## src/rtl/aes_block_pkg.sv

```systemverilog
// Shared defaults and types for the AES block buffer.
package aes_block_pkg;

   localparam int unsigned AES_WIDTH      = 32;
   localparam int unsigned AES_WORDS      = 4;
   localparam int unsigned AES_DEPTH      = 8;
   localparam int unsigned AES_BLOCK_BITS = 128;

   typedef logic [AES_WIDTH-1:0] row_t;

endpackage

```

## src/rtl/aes_block_fifo.sv

```systemverilog
// Word-loaded, block-unloaded circular buffer feeding the AES datapath.
// Words are assembled into WORDS-word blocks in one of DEPTH slots; each
// complete block is presented in parallel with a valid/ready handshake.
module aes_block_fifo
   import aes_block_pkg::*;
#(
   parameter int unsigned WIDTH = AES_WIDTH,
   parameter int unsigned WORDS = AES_WORDS,
   parameter int unsigned DEPTH = AES_DEPTH
) (
   input  logic                     clk,
   input  logic                     rst,
   input  logic                     flush,
   input  logic                     in_valid,
   output logic                     in_ready,
   input  logic [WIDTH-1:0]         in_word,
   output logic                     out_valid,
   input  logic                     out_ready,
   output logic [WORDS*WIDTH-1:0]   out_block,
   output logic [$clog2(DEPTH):0]   count,
   output logic                     partial
);

   localparam int unsigned PW = $clog2(DEPTH);
   localparam int unsigned IW = (WORDS > 1) ? $clog2(WORDS) : 1;
   localparam int unsigned CW = PW + 1;

   localparam logic [IW-1:0] LAST_IDX = IW'(WORDS - 1);
   localparam logic [CW-1:0] FULL_CNT = CW'(DEPTH);

   logic [WIDTH-1:0] mem_q [DEPTH][WORDS];

   logic [PW-1:0] wr_ptr_q, wr_ptr_d;
   logic [PW-1:0] rd_ptr_q, rd_ptr_d;
   logic [IW-1:0] wr_idx_q, wr_idx_d;
   logic [CW-1:0] count_q,  count_d;

   logic push;
   logic pop;
   logic blk_done;

   assign in_ready  = (count_q != FULL_CNT);
   assign out_valid = (count_q != '0);
   assign partial   = (wr_idx_q != '0);
   assign count     = count_q;

   // A flush discards any handshake seen in the same cycle.
   assign push     = in_valid && in_ready && !flush;
   assign pop      = out_valid && out_ready && !flush;
   assign blk_done = push && (wr_idx_q == LAST_IDX);

   // Word storage; intentionally not reset, stale contents are masked by out_valid.
   always_ff @(posedge clk) begin
      if (push) begin
         mem_q[wr_ptr_q][wr_idx_q] <= in_word;
      end
   end

   // Head block read combinationally from the registered array.
   always_comb begin
      out_block = '0;
      for (int unsigned k = 0; k < WORDS; k++) begin
         out_block[k*WIDTH +: WIDTH] = mem_q[rd_ptr_q][k];
      end
   end

   // Pointer, word-index and occupancy next state; flush clears everything.
   always_comb begin
      wr_ptr_d = wr_ptr_q;
      rd_ptr_d = rd_ptr_q;
      wr_idx_d = wr_idx_q;
      count_d  = count_q;
      if (flush) begin
         wr_ptr_d = '0;
         rd_ptr_d = '0;
         wr_idx_d = '0;
         count_d  = '0;
      end else begin
         if (push) begin
            if (blk_done) begin
               wr_idx_d = '0;
               wr_ptr_d = wr_ptr_q + PW'(1);
            end else begin
               wr_idx_d = wr_idx_q + IW'(1);
            end
         end
         if (pop) begin
            rd_ptr_d = rd_ptr_q + PW'(1);
         end
         unique case ({blk_done, pop})
            2'b10:   count_d = count_q + CW'(1);
            2'b01:   count_d = count_q - CW'(1);
            default: count_d = count_q;
         endcase
      end
   end

   // Control state registers with asynchronous clear.
   always_ff @(posedge clk or posedge rst) begin
      if (rst) begin
         wr_ptr_q <= '0;
         rd_ptr_q <= '0;
         wr_idx_q <= '0;
         count_q  <= '0;
      end else begin
         wr_ptr_q <= wr_ptr_d;
         rd_ptr_q <= rd_ptr_d;
         wr_idx_q <= wr_idx_d;
         count_q  <= count_d;
      end
   end

endmodule

```

## config.mk

```make
export PLATFORM = sky130hd
export DESIGN_NAME = aes_block_fifo
export DESIGN_NICKNAME = d
export VERILOG_FILES = /design/src/rtl/aes_block_pkg.sv /design/src/rtl/aes_block_fifo.sv
export SDC_FILE = /design/constraint.sdc
export NUM_CORES = 1
export LEC_CHECK = 0
export CORE_ASPECT_RATIO = 0.6
export CORE_MARGIN = 1
export CORE_UTILIZATION = 40
export DETAILED_ROUTE_END_ITERATION = 6
export SLEW_MARGIN = 20
export SYNTH_ARGS = -nofsm -noshare
export SYNTH_HDL_FRONTEND = slang
export SYNTH_SLANG_ARGS = --single-unit
```

## constraint.sdc

```tcl
create_clock -name clk -period 3 [get_ports clk]
set_input_delay 0.6 -clock clk [delete_from_list [all_inputs] [get_ports clk]]
set_output_delay 0.6 -clock clk [all_outputs]
set_load 0.02 [all_outputs]
```

## After elaboration in Yosys (flattened, before gate mapping)

Memories as Yosys holds them, arrays and structs flattened.
Index checks and enable logic that the tools add are counted.

- Flip-flop bits (word level): 12
- Memory bits (writable): 1024
- Input bits: 37
- Logic and storage cells: 45
- Memories: 1

Memories:

| name | words | bits a word | read ports | clocked after memory_dff | write ports | line | RTL |
|---|---|---|---|---|---|---|---|
| mem_q | 8 | 128 | 1 | 0 | 1 | aes_block_fifo.sv:31 | `logic [WIDTH-1:0] mem_q [DEPTH][WORDS];` |

- Add/subtract/negate cells: 5
- $lt $le $gt $ge: 2
- Equal/unequal tests: 4
- Multiplexer cells: 14
- Bitwise logic cells: 1
- Reductions and logical operators: 14

Operator list:

| cell | count |
|---|---|
| 128-bit two-way mux | 1 |
| 32-bit demux with 2-bit select | 1 |
| 32-bit two-way mux | 1 |
| 3-bit two-way mux | 5 |
| 4-bit one-hot mux with 2 select lines | 1 |
| 2-bit nonzero test | 4 |
| 3-bit by 1-bit adder with 3-bit output (second input constant) | 2 |
| 1-bit logical AND | 6 |
| 2-bit two-way mux | 3 |
| 4-bit by 1-bit adder with 4-bit output (second input constant) | 1 |
| 2-bit equality test (second input constant) | 2 |
| 4-bit two-way mux | 1 |
| 4-bit != test (second input constant) | 1 |
| 4-bit nonzero test | 1 |
| 4-bit by 1-bit subtractor with 4-bit output (second input constant) | 1 |
| 3-bit >= comparator (second input constant) | 1 |
| 3-bit by 1-bit < comparator with 1-bit output (second input constant) | 1 |
| 2-bit inverter with 3-bit output | 1 |
| 3-bit nonzero test | 1 |
| 2-bit by 1-bit adder with 2-bit output (second input constant) | 1 |
| 2-bit by 1-bit equality test with 1-bit output (second input constant) | 1 |
| 2-bit AND reduction | 1 |
| 1-bit logical NOT | 1 |
| 1-bit two-way mux | 1 |

## Depth between registers and ports, before layout

- Word-level depth: 7
- Gate-level depth with buffers: 10
- Mapped depth without buffers: 9

## Least setup slack after synthesis

OpenSTA, ideal clock, no wires.

- Kind: register to register
- From: reg count_q[0] (netlist: count[0])
- To: mem mem_q[7][0] in the netlist's numbering, enable pin
- Setup time: 0.421 ns
- Arrival time: 2.675 ns
- Slack: -0.096 ns
- Cell stages (with the launch flop): 6
- Buffers on the path: 1
- Clock period less this slack: 3.096 ns
- Path through: dfrtp_1 or4b_1 buf_2 and3_1 nand2_1 nor2_1

- Word-level cells in the longest chain between the ends: 5

RTL lines:

| element | line | RTL |
|---|---|---|
| from (decl) | aes_block_fifo.sv:36 | `logic [CW-1:0] count_q, count_d;` |
| from (signal assigned) | aes_block_fifo.sv:109 | `count_q <= count_d;` |
| 4-bit != test | aes_block_fifo.sv:42 | `assign in_ready = (count_q != FULL_CNT);` |
| via in_ready | aes_block_fifo.sv:15 | `output logic in_ready,` |
| 1-bit logical AND (2 in a row) | aes_block_fifo.sv:48 | `assign push = in_valid && in_ready && !flush;` |
| 1-bit two-way mux | aes_block_fifo.sv:54 | `if (push) begin` |
| 128-bit two-way mux (not written as such) | aes_block_fifo.sv:55 | `mem_q[wr_ptr_q][wr_idx_q] <= in_word;` |
| to (decl) | aes_block_fifo.sv:31 |  |

The timed path passes the listed nets, and every way through them passes these cells.

## Worst setup path in the final report

- From: reg rd_ptr_q[0]
- To: out out_block[47]

- Word-level cells in the longest chain between the ends: 1

RTL lines:

| element | line | RTL |
|---|---|---|
| from (decl) | aes_block_fifo.sv:34 | `logic [PW-1:0] rd_ptr_q, rd_ptr_d;` |
| from (signal assigned) | aes_block_fifo.sv:107 | `rd_ptr_q <= rd_ptr_d;` |
| memory read 8 x 128 bit | -- |  |
| to (decl) | aes_block_fifo.sv:19 | `output logic [WORDS*WIDTH-1:0] out_block,` |

Every way passes these cells.

==> impl_metrics.tcl <==
set metrics [dict create \
    num_rows 88 \
    sw_frac_of_total_pct 25.0 \
    h-tree-depth 3 \
    setup_violations 127 \
    cts_buffer_depth 3 \
    r2r_slack_ns 0.34 \
    max_freq_mhz 308 \
    slowest_delay_ns 0.52 \
    final_area_mm2 0.0486 \
    seqPwrFrac_pct 44.4 \
    dieWidth_um 406 \
    powerDensity_mw_per_mm2 747 \
    crit_type "reg2out" \
    synth_warnings 0 \
    drtIter0Drc 1669 \
    start_kind "register" \
    worstPathMaxFanout 6 \
    initial_core_util_pct 40.6 \
    cts_buffers 91 \
    synth.area.mux_share_pct 18.4 \
    netlist_top_cells_area "edfxtp_1, mux4_2, mux2_2" \
    cts_tree "built" \
    clkPwrFrac_pct 29.6 \
    wl_per_cell_um 27.6 \
    yosys.area.top_type "edfxtp_1" \
    synth-edff-count 1024 \
    hold_path_class "in2async" \
    die_area_mm2 0.0994 \
    place_area_mm2 0.0442 \
    worst_path_max_delay_cell "dfrtp_4" \
    comb_power_share_pct 26.0 \
    p_leak_uw 0.0154 \
    maxCapViolCount 0 \
    dpl.hpwl_mm 49.3 \
    die_y_um 245 \
    finalSetupTns_ns -19.45 \
    rsz0062_at_grt "true" \
    post-place-ws_ns 0.0699 \
    synth_async_sr_flop_share_pct 1.16 \
    clock-sinks 1036 \
    cts_root_buf "clkbuf_16" \
    ys_seq_area_share_pct 79.1 \
    antenna_found_initial 3 \
    synth_compound_area_share_pct 0.137 \
    first_pass_iters 5 \
    top_layer_used "met4" \
    cp.arrival_ns 2.64 \
    synth_fp_nets 1655 \
    grt_max_degree 45 \
    ys_types 33 \
    finalMaxSlewViolations 0 \
    core_mm2 0.0967 \
    timing.hold.ws_ns 0.270 \
    grt.total_usage_pct 18.8 \
    drt-total-wl_mm 92.7 \
    endpoint_kind "output port" \
    p_sw_uw 9060 \
    synth_xor_area_share_pct 0.182 \
    violations "setup timing" \
    ant_nets 0 \
    status "finished, violations left" \
    met1_length_mm 41.5 \
    synth_top_family_by_area "multiplexers" \
    slew_headroom_pct 65.3 \
    first_global_vias 18600 \
    syn2layout_area_growth_pct 23.8 \
    drive_above_1_share_pct 42.2 \
    crit_chain "buf_12, buf_16, buf_12, buf_16, mux4_2, mux2_4, buf_6" \
    insertion_delay_ns 0.67 \
    gp_congestion 0.710 \
    intPower_uw 27200 \
    vias 18100 \
    port_buffers 171 \
    avgSynthCellArea_um2 24.4 \
    ir_drop_mv 0.418 \
    fin_crit_sh_pct 108 \
    finalHoldViolCount 0 \
    synthesis.area_mm2 0.0393 \
    ys_dominant_reg_cell "edfxtp_1" \
    synthSimpleGateAreaFrac_pct 0.940 \
    grt_pass1_wl_mm 133 \
    fill_cells 7657 \
    route.met3.wl_mm 4.88 \
    synth-seq-cells 1036 \
    yosys.area.top_type_share_pct 78.3 \
    dr_wl_met2_mm 44.9 \
    worst_slew_pin_slew_ns 0.520 \
    nets 2037 \
    min_period_ns 3.24 \
    required_ns 2.40 \
    cts.clk_slew.worst_paths_ns 0.06 \
    drc 0 \
    fin_worst_skew_ns 0.0195 \
    overflow 0 \
    syn_inst 1609 \
    via_per_inst 5.38 \
    yosys.cell_count.top_type "edfxtp_1" \
    synthAdderAreaFrac_pct 0.306 \
    ios 172 \
    synth_common_cells "edfxtp_1, mux4_2, mux2_2, clkbuf_1, nor2_1" \
    worst_slack_ns -0.245 \
]
==> state kept, by name (all words and copies together) (netlist names) <==
register and flops:
count 4, wr_idx_q 2, rd_ptr_q 3, wr_ptr_q 3
mem_q 1024
==> critical path: cells and delay by family, from the launching register on <==
| kind | cells | cell delay (ns) |
|---|---|---|
| buffers and inverters | 5 | 0.72 |
| flip-flops | 1 | 0.52 |
| multiplexers | 2 | 0.71 |
==> metrics by stage <==
| step | total power, µW | instances | util, % |
|---|---|---|---|
| after floorplan | 20800 | 1609 | - |
| after CTS | 36300 | 3337 | 49.8 |
| after detailed placement | 23700 | 3125 | 45.7 |
| after global routing | 37600 | 3360 | 50.3 |
| final | 36300 | 3362 | 50.3 |
| after global placement | 23700 | 3125 | 45.7 |
==> cells by family after synthesis <==
kind of cell	Yosys count
xor+xnor	6
compound gates	8
simple gates	81
flops	1036
mux	387
fa+ha+maj	9
buf+inv	82
==> power by group through the flow <==
stage	Combinational (µW)	Sequential, µW	Clock, µW
after floorplan	4340	16400	0
after global placement	7240	16400	0
after detailed placement	7280	16400	0
after CTS	9180	16100	11000
after global routing	9950	16100	11500
final	9440	16100	10700
==> layout by cell type, fill, tap and decap left out, types with 3 or more instances in the layout <==
master	n
nand3_1	4
nor2_1	7
dfrtp_4	3
inv_1	5
mux2_4	106
nor2_4	32
clkbuf_1	18
clkdlybuf4s50_1	42
nand3b_1	3
a21oi_1	5
buf_4	72
dfrtp_1	9
mux2_2	23
buf_2	20
clkinv_2	23
buf_16	22
buf_6	127
buf_12	66
ha_1	8
xor2_1	3
mux4_2	256
clkbuf_16	98
edfxtp_1	1024
buf_8	7
clkinv_1	20
nand4_1	3
nand2_1	20
==> area by class of cell <==
class                   instances  area (µm²)  area share (%)
diodes                          2        5.00          0.0103
clock buffers                 111        2390            4.93
clock inverters                46         238           0.489
inverters                       5        18.8          0.0386
multi-input cells             491        8490            17.5
flip-flops and latches       1036       31100            63.9
well taps                    1305        1630            3.36
repair buffers                366        4740            9.76
==> routing by layer <==
metal / up-vias / GRT usage, %
li1: 7622 / -
met1: 9889 / 27.5
met2: 468 / 30.1
met3: 102 / 3.09
met4: 0 / 3.65
met5: - / 0
==> path summary, 6_finish.rpt <==
path	from	to	depth (start not counted)
setup / recovery	rd_ptr_q[0]	out_block[47]	7
hold / removal	rst	wr_idx_q[1]	2
setup reg to reg	count[0]	count[3]	8
hold reg to reg	wr_idx_q[0]	wr_idx_q[0]	2
max in group asynchronous	rst	rd_ptr_q[2]	2
min in group clk	wr_idx_q[0]	wr_idx_q[0]	2
==> repair_timing <==
item,4_1_cts,5_1_grt
gates cloned,19,5
endpoints found under the hold margin,0,0
buffers inserted,36,28
endpoints found under the setup margin,129,128
gates resized for setup,812,101
hold buffers,0,0
No activity file was read; power rests on OpenSTA's default activity.
